<file path="config.mk">
export PLATFORM = sky130hd
export DESIGN_NAME = snoopy_burst_controller
export DESIGN_NICKNAME = d
export VERILOG_FILES = /design/src/rtl/snoopy_burst_controller_pkg.sv /design/src/rtl/snoopy_burst_controller_counter.sv /design/src/rtl/snoopy_burst_controller.sv
export SDC_FILE = /design/constraint.sdc
export NUM_CORES = 1
export LEC_CHECK = 0
export CORE_MARGIN = 5
export CORE_UTILIZATION = 30
export CTS_CLUSTER_DIAMETER = 100
export CTS_CLUSTER_SIZE = 24
export DETAILED_ROUTE_END_ITERATION = 7
export DONT_BUFFER_PORTS = 1
export PLACE_DENSITY = 0.46
export SYNTH_ARGS = -nofsm -noshare
export SYNTH_HDL_FRONTEND = slang
export SYNTH_SLANG_ARGS = --single-unit
</file>
<file path="constraint.sdc">
create_clock -name clock -period 2.21 [get_ports clock]
set_input_delay 0.442 -clock clock [delete_from_list [all_inputs] [get_ports clock]]
set_output_delay 0.442 -clock clock [all_outputs]
set_load 0.05 [all_outputs]
</file>
<file path="src/rtl/snoopy_burst_controller_pkg.sv">
// Shared command encodings, controller state enum and command-class helpers
// for the snoopy burst controller.
package snoopy_burst_controller_pkg;

  typedef enum logic [1:0] {
    CMD_NONE               = 2'd0,
    CMD_BUS_READ           = 2'd1,
    CMD_BUS_READ_EXCLUSIVE = 2'd2,
    CMD_BUS_INVALIDATE     = 2'd3
  } snoop_cmd_e;

  typedef enum logic [2:0] {
    ST_IDLE,
    ST_LOOKUP,
    ST_REQUEST,
    ST_SUPPLY,
    ST_UPDATE
  } ctrl_state_e;

  // Commands that may require this cache to source the block.
  function automatic logic cmd_is_read(input logic [1:0] cmd);
    return (cmd == CMD_BUS_READ) || (cmd == CMD_BUS_READ_EXCLUSIVE);
  endfunction

  // Commands that remove our copy of the line.
  function automatic logic cmd_kills_line(input logic [1:0] cmd);
    return (cmd == CMD_BUS_INVALIDATE) || (cmd == CMD_BUS_READ_EXCLUSIVE);
  endfunction

endpackage

</file>
<file path="src/rtl/snoopy_burst_controller_counter.sv">
// Word-offset counter for a block burst. Wraps naturally at 2**OFFSET_WIDTH.
// 'last' flags the current word as final; 'last_next' flags the value the
// counter will hold after this edge, so the owner can register its own flag.
module snoopy_burst_counter #(
  parameter int OFFSET_WIDTH = 4
) (
  input  logic                    clock,
  input  logic                    reset,
  input  logic                    clear,
  input  logic                    advance,
  output logic [OFFSET_WIDTH-1:0] count,
  output logic                    last,
  output logic                    last_next
);

  logic [OFFSET_WIDTH-1:0] count_d;

  // Next count: clear wins over advance.
  always_comb begin
    count_d = count;
    if (clear)        count_d = '0;
    else if (advance) count_d = count + 1'b1;
  end

  assign last      = &count;
  assign last_next = &count_d;

  // Counter register with synchronous active-low reset.
  always_ff @(posedge clock) begin
    if (!reset) count <= '0;
    else        count <= count_d;
  end

endmodule

</file>
<file path="src/rtl/snoopy_burst_controller.sv">
// Snoop responder: looks up a snooped block, optionally bursts it onto the
// data bus (resuming cleanly if the grant is pulled), then updates or
// invalidates the local line.
module snoopy_burst_controller
  import snoopy_burst_controller_pkg::*;
#(
  parameter int OFFSET_WIDTH  = 4,
  parameter int INDEX_WIDTH   = 4,
  parameter int TAG_WIDTH     = 8,
  parameter int DATA_WIDTH    = 32,
  parameter int STATE_WIDTH   = 2,
  parameter int INVALID_STATE = 0,
  localparam int ADDRESS_WIDTH = TAG_WIDTH + INDEX_WIDTH + OFFSET_WIDTH
) (
  input  logic                     clock,
  input  logic                     reset,
  input  logic                     snoop_valid,
  input  logic [1:0]               snoop_command,
  input  logic [ADDRESS_WIDTH-1:0] snoop_address,
  output logic                     snoop_ready,
  output logic [ADDRESS_WIDTH-1:0] cache_address,
  input  logic                     cache_hit,
  input  logic [STATE_WIDTH-1:0]   cache_state,
  input  logic [DATA_WIDTH-1:0]    cache_data,
  output logic                     cache_state_write,
  output logic [STATE_WIDTH-1:0]   protocol_state,
  output logic [1:0]               protocol_command,
  input  logic [STATE_WIDTH-1:0]   protocol_next_state,
  input  logic                     protocol_supply,
  output logic                     bus_request,
  input  logic                     bus_grant,
  output logic [DATA_WIDTH-1:0]    supply_data,
  output logic                     supply_valid,
  output logic                     supply_last,
  input  logic                     supply_ready,
  output logic                     invalidate_enable
);

  localparam int BLOCK_WIDTH = TAG_WIDTH + INDEX_WIDTH;

  ctrl_state_e             state_q, state_d;
  logic [1:0]              cmd_q;
  logic [BLOCK_WIDTH-1:0]  block_q;
  logic                    latch, cnt_clear, cnt_advance;
  logic [OFFSET_WIDTH-1:0] cnt;
  logic                    cnt_last, cnt_last_next;
  logic                    ready_q, req_q, valid_q, last_q, csw_q, inv_q;
  logic                    ready_d, req_d, valid_d, last_d, csw_d, inv_d;

  snoopy_burst_counter #(.OFFSET_WIDTH(OFFSET_WIDTH)) u_counter (
    .clock     (clock),
    .reset     (reset),
    .clear     (cnt_clear),
    .advance   (cnt_advance),
    .count     (cnt),
    .last      (cnt_last),
    .last_next (cnt_last_next)
  );

  // Next-state logic plus next values of the registered outputs. A dropped
  // grant in SUPPLY suppresses the handshake so the same word is re-offered.
  always_comb begin
    state_d     = state_q;
    latch       = 1'b0;
    cnt_clear   = 1'b0;
    cnt_advance = 1'b0;
    case (state_q)
      ST_IDLE: begin
        if (snoop_valid && (snoop_command != CMD_NONE)) begin
          latch   = 1'b1;
          state_d = ST_LOOKUP;
        end
      end
      ST_LOOKUP: begin
        if (cache_hit && protocol_supply && cmd_is_read(cmd_q)) begin
          cnt_clear = 1'b1;
          state_d   = ST_REQUEST;
        end else begin
          state_d = ST_UPDATE;
        end
      end
      ST_REQUEST: begin
        if (bus_grant) state_d = ST_SUPPLY;
      end
      ST_SUPPLY: begin
        if (!bus_grant) begin
          state_d = ST_REQUEST;
        end else if (supply_ready) begin
          cnt_advance = 1'b1;
          if (cnt_last) state_d = ST_UPDATE;
        end
      end
      ST_UPDATE: state_d = ST_IDLE;
      default:   state_d = ST_IDLE;
    endcase

    ready_d = (state_d == ST_IDLE);
    req_d   = (state_d == ST_REQUEST) || (state_d == ST_SUPPLY);
    valid_d = (state_d == ST_SUPPLY);
    last_d  = (state_d == ST_SUPPLY) && cnt_last_next;
    csw_d   = (state_d == ST_UPDATE) && cache_hit && (protocol_next_state != cache_state);
    inv_d   = (state_d == ST_UPDATE) && cache_hit && cmd_kills_line(cmd_q);
  end

  // State, latched command/block and registered outputs.
  always_ff @(posedge clock) begin
    if (!reset) begin
      state_q <= ST_IDLE;
      cmd_q   <= CMD_NONE;
      block_q <= '0;
      ready_q <= 1'b1;
      req_q   <= 1'b0;
      valid_q <= 1'b0;
      last_q  <= 1'b0;
      csw_q   <= 1'b0;
      inv_q   <= 1'b0;
    end else begin
      state_q <= state_d;
      if (latch) begin
        cmd_q   <= snoop_command;
        block_q <= snoop_address[ADDRESS_WIDTH-1:OFFSET_WIDTH];
      end
      ready_q <= ready_d;
      req_q   <= req_d;
      valid_q <= valid_d;
      last_q  <= last_d;
      csw_q   <= csw_d;
      inv_q   <= inv_d;
    end
  end

  assign snoop_ready       = ready_q;
  assign bus_request       = req_q;
  assign supply_valid      = valid_q;
  assign supply_last       = last_q;
  assign cache_state_write = csw_q;
  assign invalidate_enable = inv_q;
  assign protocol_command  = cmd_q;
  assign cache_address     = {block_q, cnt};
  // Lookup result is only meaningful while a snoop is in flight.
  assign protocol_state    = ((state_q != ST_IDLE) && cache_hit) ? cache_state
                                                                 : STATE_WIDTH'(INVALID_STATE);
  assign supply_data       = valid_q ? cache_data : '0;

endmodule

</file>
# Word level (Yosys, flattened, before mapping)
# Cells that the tools add are included.
dict set report totals {
  n_memories 0
  out_inout_bits 58
  wordCells 56
  inputBits 61
  romBits 0
  ram_bits 0
  register_bits 27
  latchBits 0
}
dict set report op_classes {
  addsub 1
  div_mod_pow 0
  multipliers 0
  n_bitwise 0
  muxes 18
  n_shift 0
  n_eq_ne 10
  n_reduce_logical 17
  order_cmp 0
}
# cell n
set ops {}
lappend ops {{32-bit 2-to-1 mux} 1}
lappend ops {{3-bit 2-to-1 mux} 6}
lappend ops {{3-bit by 2-bit equality test with 1-bit output (second input constant)} 4}
lappend ops {{3-bit one-hot mux with 4 select lines} 1}
lappend ops {{1-bit logical AND} 8}
lappend ops {{4-bit 2-to-1 mux} 2}
lappend ops {{4-bit AND reduction} 2}
lappend ops {{1-bit 2-to-1 mux} 7}
lappend ops {{3-bit logical NOT} 2}
lappend ops {{4-bit by 1-bit adder with 4-bit output (second input constant)} 1}
lappend ops {{2-bit equality test (second input constant)} 2}
lappend ops {{3-bit by 1-bit equality test with 1-bit output (second input constant)} 1}
lappend ops {{3-bit equality test (second input constant)} 1}
lappend ops {{1-bit logical OR} 3}
lappend ops {{3-bit nonzero test} 1}
lappend ops {{2-bit by 1-bit equality test with 1-bit output (second input constant)} 1}
lappend ops {{2-bit 2-to-1 mux} 1}
lappend ops {{2-bit != test} 1}
lappend ops {{2-bit nonzero test} 1}

# Logic depth before layout (Yosys ltp)
# Gate-level depths: netlist of the first run.
dict set report depth {
  depth_word 8
  depth_mapped 6
  mapped_depth_nobuf 6
}

# By module
# Synthesis of the first run repeated with hierarchy kept, for this count alone.
dict set report unflattened {
  hier_cells 164
  hier_area_um2 1377.6
}
# module area_per_inst_um2 seq_area_each_um2 cells_per_inst instances
set by_module_without_submodules {}
lappend by_module_without_submodules {snoopy_burst_controller 1167.4 460.4 140 1}
lappend by_module_without_submodules {snoopy_burst_counter 210.2 80.1 24 1}

# Least setup slack after synthesis of the first run
# Ideal clock, no wire load.
dict set report synth_timing {
  path_kind {reg-to-reg}
  start {reg cmd_q[0] (netlist: protocol_command[0])}
  end {reg csw_q (netlist: cache_state_write)}
  period_less_slack_ns 2.170
  required_time_ns 2.144
  path_stages_with_launch 7
  path_buffers 0
  setup_ns 0.066
  arrival_time_ns 2.104
  slack_ns 0.040
  cell_sequence {dfxtp_1 inv_1 ha_1 and3b_1 o32a_1 or4_4 a21oi_2}
}
dict set report synth_between {
  elab_chain_cells 8
  word_cells_on_any_way 9
  cone_classes {eq/ne: 3; mux: 2; reduce/logical: 4}
}
# element line
set synth_rtl {}
lappend synth_rtl {{start: declaration} snoopy_burst_controller.sv:42} ;# logic [1:0] cmd_q;
lappend synth_rtl {{start signal: assignment} snoopy_burst_controller.sv:120} ;# cmd_q <= snoop_command;
lappend synth_rtl {{2-bit by 1-bit equality test with 1-bit output or 2-bit equality test (tied branches)} snoopy_burst_controller_pkg.sv:22} ;# return (cmd == CMD_BUS_READ) || (cmd == CMD_BUS_READ_EXCLUSIVE);
lappend synth_rtl {{1-bit logical OR (*)} snoopy_burst_controller_pkg.sv:22}
lappend synth_rtl {{1-bit logical AND (*)} snoopy_burst_controller.sv:75} ;# if (cache_hit && protocol_supply && cmd_is_read(cmd_q)) begin
lappend synth_rtl {{3-bit 2-to-1 mux (*)} snoopy_burst_controller.sv:75}
lappend synth_rtl {{3-bit one-hot mux with 4 select lines (*)} snoopy_burst_controller.sv:67} ;# case (state_q)
lappend synth_rtl {{3-bit equality test (*)} snoopy_burst_controller.sv:101} ;# csw_d = (state_d == ST_UPDATE) && cache_hit && (protocol_next_state != cache_state);
lappend synth_rtl {{1-bit logical AND (*) (2 in a row)} snoopy_burst_controller.sv:101}
lappend synth_rtl {{end signal: assignment} snoopy_burst_controller.sv:127} ;# csw_q <= csw_d;
lappend synth_rtl {{end: declaration} snoopy_burst_controller.sv:47} ;# logic ready_q, req_q, valid_q, last_q, csw_q, inv_q;
# Every way passes the cells marked *; elsewhere a longest branch is shown, timed or not.
# A chain may end at the register's enable or synchronous reset.

# Worst setup path in the final report of the first run
dict set report layout_timing {
  start {reg valid_q (netlist: supply_valid)}
  end {out supply_data[3]}
}
dict set report layout_between {
  elab_chain_cells 1
}
# element line
set layout_rtl {}
lappend layout_rtl {{start: declaration} snoopy_burst_controller.sv:47}
lappend layout_rtl {{start signal: assignment} snoopy_burst_controller.sv:125} ;# valid_q <= valid_d;
lappend layout_rtl {{32-bit 2-to-1 mux} snoopy_burst_controller.sv:143} ;# assign supply_data = valid_q ? cache_data : '0;
lappend layout_rtl {{end: declaration} snoopy_burst_controller.sv:32} ;# output logic [DATA_WIDTH-1:0] supply_data,
# No other way between the ends.

==> flow_summary.ini, run 1 <==
[placed_design]
portBuffers = 0
dpl_cell_area_um2 = 1710
dpl.cell_count = 245
routabilityCongestion = 0.708
hpwl_mm = 3.42

[drt]
routed_wl_mm = 4.13
vias = 1275
route.met3.wl_um = 590
met1_length_mm = 1.45
drc = 0
drtIter0Drc = 29
routed_via_density = 5.10
antenna_left = 0
met2_length_mm = 2.08
highest_layer = met4
wire_per_inst_um = 16.5
first_pass_iters = 4

[sta]
holdWs_ns = 0.301
clock_skew_ns = 0.00861
fmax_mhz = 530
slew_viol_final = 0
fin_crit_ns = 1.89
slew_headroom_pct = 57.3
setup_tns_ns = 0
setup-violations-final = 0
fin_crit_sh_pct = 85.4
rsz0062_at_grt = false
hold_viol_final = 0
worst_pin_slew_ns = 0.639

[power]
combPwrFrac_pct = 10.0
p_int_mw = 0.673
power.total_mw = 0.961
leakagePower_nw = 0.802
power_frac_seq_pct = 60.6
peakVddDrop_v = 0.000299
power_density_nw_per_um2 = 547
pwr-share-clk_pct = 29.4
p_sw_share_pct = 30.0
p_sw_mw = 0.289

[synth]
synthTopCellsByCount = 32 x and2_1, 30 x nand2_1, 27 x dfxtp_1
yosys.area.top_type_share_pct = 38.6
synth.most_common_cell = and2_1
synth-seq-area-share_pct = 38.6
async_flop_share_pct = 0
synth_warnings = 0
ys.flop_type = dfxtp_1
synth_area_um2 = 1400
synth_edf_count = 0
synth_seq_cells = 27
syn-num-nets = 227
yosys.area.top_type = dfxtp_1
yosys-top-cells-area = dfxtp_1 39%, and2_1 14%, nand2_1 8.1%
syn_inst = 163
syn_avg_cell_area_um2 = 8.58
yosysUniqueCellTypes = 39

[cts]
clock-sinks = 27
clkLatencyLatePin_ns = 0.27
cts_buffer_depth = 2
cts_tree = yes
cts_buffers = 3
cts_hold_buf = 0
postCtsSetupBuffers = 0
htreeDepth = 1
cts.clk_slew.worst_paths_ns = 0.10
clock-root-buffer = clkbuf_8
ctsResizeCount = 0

[setup_path]
critPathLaunch = supply_valid$_SDFF_PN0_
crit_path_end_kind = output pin
crit_end = supply_data[3]
worstRegToRegCells = 6
cp.required_ns = 1.77
critPathMaxFanout = 33
cp-start-kind = flop
reg2reg_to = cache_state_write$_SDFF_PN0_
cp.arrival_ns = 1.45
crit_type = reg -> out
r2r-start = protocol_command[0]$_SDFFE_PN0P_
r2r_setup_slack_ns = 0.33

[finish]
final_area_um2 = 1760
drive_gt1_share_pct = 26.8
areaGrowthSynthToFinish_pct = 25.8
antennaDiodeCount = 0
multi_input_area_um2 = 800
final_cell_count_no_fill = 250
nFillCells = 430
final_net_count = 263
regArea_um2 = 541

[global_routing]
grt_pass1_wl_mm = 6.06
grt_pass1_vias = 1307
antenna_found_initial = 0
grt_max_degree = 34
track_usage_pct = 12.2
grt_overflow_total = 0

[run]
maxCapViolCount = 0

[floorplanning]
chipWidth_um = 78.3
die_area_um2 = 6130
io_pins = 119
die_h_um = 78.3
core_area_um2 = 4440
start_util_pct = 31.5
rows = 24

[run_status]
status = finished, final reports clean

[hold_path]
hp-class = in -> reg
cell type report:
| cell class | instances | share of cell area (%) |
|---|---|---|
| flip-flops and latches | 27 | 30.7 |
| inverters | 2 | 0.427 |
| clock buffers | 3 | 2.35 |
| well taps | 52 | 3.70 |
| multi-input cells | 125 | 45.4 |
| repair buffers | 40 | 16.9 |
| clock inverters | 1 | 0.427 |
cells in the final DEF (no fill, tap or decap), types with 2 or more instances in the layout:
cell,count
ha_1,3
o311a_2,2
dfxtp_1,27
xnor2_1,5
o21ai_0,2
nor3_1,4
nand2_1,30
clkbuf_8,3
a21boi_0,13
nor2_1,8
nand3_1,3
and2_1,32
buf_4,39
how the worst min path moves through the flow:
| stage | cells after the start | end | slack, ns | startpoint |
|---|---|---|---|---|
| 5_1_grt | 1 | block_q[3]$_SDFFE_PN0P_ | 0.29 | reset |
| 6_report | 2 | block_q[9]$_SDFFE_PN0P_ | 0.30 | snoop_address[13] |
| 2_1_floorplan | 1 | state_q[0]$_SDFF_PN0_ | 0.57 | reset |
| 3_3_place_gp | 2 | u_counter.count[2]$_SDFF_PN0_ | 0.54 | u_counter.count[2]$_SDFF_PN0_ |
| 4_1_cts | 1 | state_q[0]$_SDFF_PN0_ | 0.30 | reset |
| 3_5_place_dp | 2 | u_counter.count[2]$_SDFF_PN0_ | 0.56 | u_counter.count[2]$_SDFF_PN0_ |
stage by stage:
stage / worst slack, ns / util, %
after global placement: 0.393 / 38.4
after global routing: 0.127 / 39.6
after CTS: 0.286 / 39.5
final: 0.322 / 39.6
after floorplan: 0.0401 / -
after detailed placement: 0.341 / 38.4
state kept, by name, summed over array words and instances (netlist names), 2 cells and up:
signal            count
u_counter.count       4
protocol_command      2
block_q              12
state_q               3
power by group through the flow:
stage	sequential [mW]	clock, mW	combinational [mW]
after floorplan	0.594	0	0.0767
after global placement	0.594	0	0.0910
after detailed placement	0.595	0	0.0952
after CTS	0.584	0.292	0.0952
after global routing	0.586	0.312	0.105
final	0.583	0.283	0.0958
per-layer routing:
| layer | vias to the layer above | global-route usage [%] |
|---|---|---|
| met5 | - | 0 |
| met4 | 0 | 2.62 |
| met3 | 2 | 5.15 |
| met2 | 84 | 23.7 |
| met1 | 579 | 11.8 |
| li1 | 610 | - |
cells by family (layout without fill, tap and decap cells):
family                     count (synthesis)  after routing  synth area share, %
xor gates and xnor gates                   6              6                 3.76
adders and majority gates                  3              3                 2.68
DFF                                       27             27                 38.6
and+or+nand+nor                           89             89                 35.2
buffers and inverters                     11             46                 4.20
AOI/OAI and AO/OA                         27             27                 15.5
worst max-delay path, stage by stage (launching register included):
cell and delay [ns]:
dfxtp_1 0.74, and2_1 0.23, buf_4 0.20
No activity file was read; power rests on OpenSTA's default activity.
==> run 2, diff against run 1 <==
--- a/config.mk
+++ b/config.mk
@@ -12,6 +12,7 @@
 export DETAILED_ROUTE_END_ITERATION = 7
 export DONT_BUFFER_PORTS = 1
 export PLACE_DENSITY = 0.46
+export RECOVER_POWER = 25
 export SYNTH_ARGS = -nofsm -noshare
 export SYNTH_HDL_FRONTEND = slang
 export SYNTH_SLANG_ARGS = --single-unit
==> flow_summary.ini, run 2 (synthesized netlist as in run 1, its figures left out) <==
[run_status]
status = finished, final reports clean

[finish]
most-common-layout-cells = 33 x buf_4, 32 x and2_1, 30 x nand2_1
nFillCells = 434
drive_gt1_share_pct = 23.7
final_net_count = 263
final_area_um2 = 1740
multi_input_area_um2 = 800
final_cell_count_no_fill = 250
antennaDiodeCount = 0
layout_commonest_cell = buf_4
top_regs = block_q x12, u_counter.count x4, state_q x3
largest_reg_flops = 12
regArea_um2 = 541
top_register = block_q
finish.utilization_pct = 39.1
areaGrowthSynthToFinish_pct = 24.2

[placed_design]
pre_cts_slack_ns = 0.341
hpwl_mm = 3.42
dpl_cell_area_um2 = 1710
dpl.cell_count = 245
routabilityCongestion = 0.708
portBuffers = 0

[global_routing]
grt_pass1_wl_mm = 6.06
antenna_found_initial = 0
grt_overflow_total = 0
track_usage_pct = 12.2
grt_pass1_vias = 1307
grt_max_degree = 34

[drt]
antenna_left = 0
drc = 0
wire_per_inst_um = 16.5
vias = 1281
drtIter0Drc = 26
routed_via_density = 5.12
first_pass_iters = 4
routed_wl_mm = 4.13

[cts]
clock-root-buffer = clkbuf_8
cts_buffer_depth = 2
cts_hold_buf = 0
htreeDepth = 1
clock-sinks = 27
cts.clk_slew.worst_paths_ns = 0.10
clkLatencyLatePin_ns = 0.27
postCtsSetupBuffers = 0
ctsResizeCount = 0
cts_buffers = 3
cts_tree = yes

[floorplanning]
die_area_um2 = 6130
io_pins = 119
die_h_um = 78.3
start_util_pct = 31.5
rows = 24
chipWidth_um = 78.3
core_area_um2 = 4440

[sta]
setup_tns_ns = 0
setup-violations-final = 0
final.setup.worst_slack_ns = 0.322
hold_viol_final = 0
rsz0062_at_grt = false
fin_crit_ns = 1.89
fmax_mhz = 530
clock_skew_ns = 0.00840
fin_crit_sh_pct = 85.4
slew_viol_final = 0
slew_headroom_pct = 51.1
worst_pin_slew_ns = 0.733

[power]
peakVddDrop_v = 0.000295
leakagePower_nw = 0.777
power_density_nw_per_um2 = 553

[hold_path]
hp-class = in -> reg
min_from = snoop_address[13]

[setup_path]
critPathLaunch = supply_valid$_SDFF_PN0_
critPathMaxFanout = 33
crit_end = supply_data[3]
r2r-start = protocol_command[0]$_SDFFE_PN0P_
cp.required_ns = 1.77
r2r_setup_slack_ns = 0.33
crit_type = reg -> out
worstRegToRegCells = 6
crit_path_end_kind = output pin
reg2reg_to = cache_state_write$_SDFF_PN0_
cp.arrival_ns = 1.45
cp-start-kind = flop

[run]
maxCapViolCount = 0
==> run 2: stage by stage <==
stage | hold slack [ns] | total power, mW
after CTS | 0.303 | 0.970
after floorplan | 0.574 | 0.671
final | 0.301 | 0.960
after detailed placement | 0.558 | 0.690
after global routing | 0.293 | 1.00
after global placement | 0.537 | 0.685
==> run 2: how the worst min path moves through the flow <==
stage | to | slack (ns) | cells after the start
5_1_grt | block_q[3]$_SDFFE_PN0P_ | 0.29 | 1
2_1_floorplan | state_q[0]$_SDFF_PN0_ | 0.57 | 1
4_1_cts | state_q[0]$_SDFF_PN0_ | 0.30 | 1
3_3_place_gp | u_counter.count[2]$_SDFF_PN0_ | 0.54 | 2
6_report | block_q[9]$_SDFFE_PN0P_ | 0.30 | 2
3_5_place_dp | u_counter.count[2]$_SDFF_PN0_ | 0.56 | 2
==> run 2: power breakdown <==
group,leakage [nW],switching (mW),internal [mW]
Sequential,0.220,0.0756,0.507
Combinational,0.535,0.0582,0.0356
Clock,0.0217,0.156,0.128
==> run 2: final cells by class <==
class / instances / share of cell area (%)
Timing Repair Buffer: 40 / 15.9
Inverter: 2 / 0.432
Clock buffer: 3 / 2.38
Clock inverter: 1 / 0.432
Tap cell: 52 / 3.75
Sequential cell: 27 / 31.1
Multi-Input combinational cell: 125 / 46.0
==> run 2: metal layers <==
layer | global-route usage (%) | share of wire (%) | vias to the layer above
met3 | 5.15 | 15 | 2
met4 | 2.62 | 0.36 | 0
met5 | 0 | 0 | -
met1 | 11.8 | 35 | 580
li1 | - | - | 611
met2 | 23.7 | 50 | 88
==> run 2: critical path: stages, from the launching register on <==
cell	delay [ns]
dfxtp_1	0.74
and2_1	0.23
buf_4	0.20
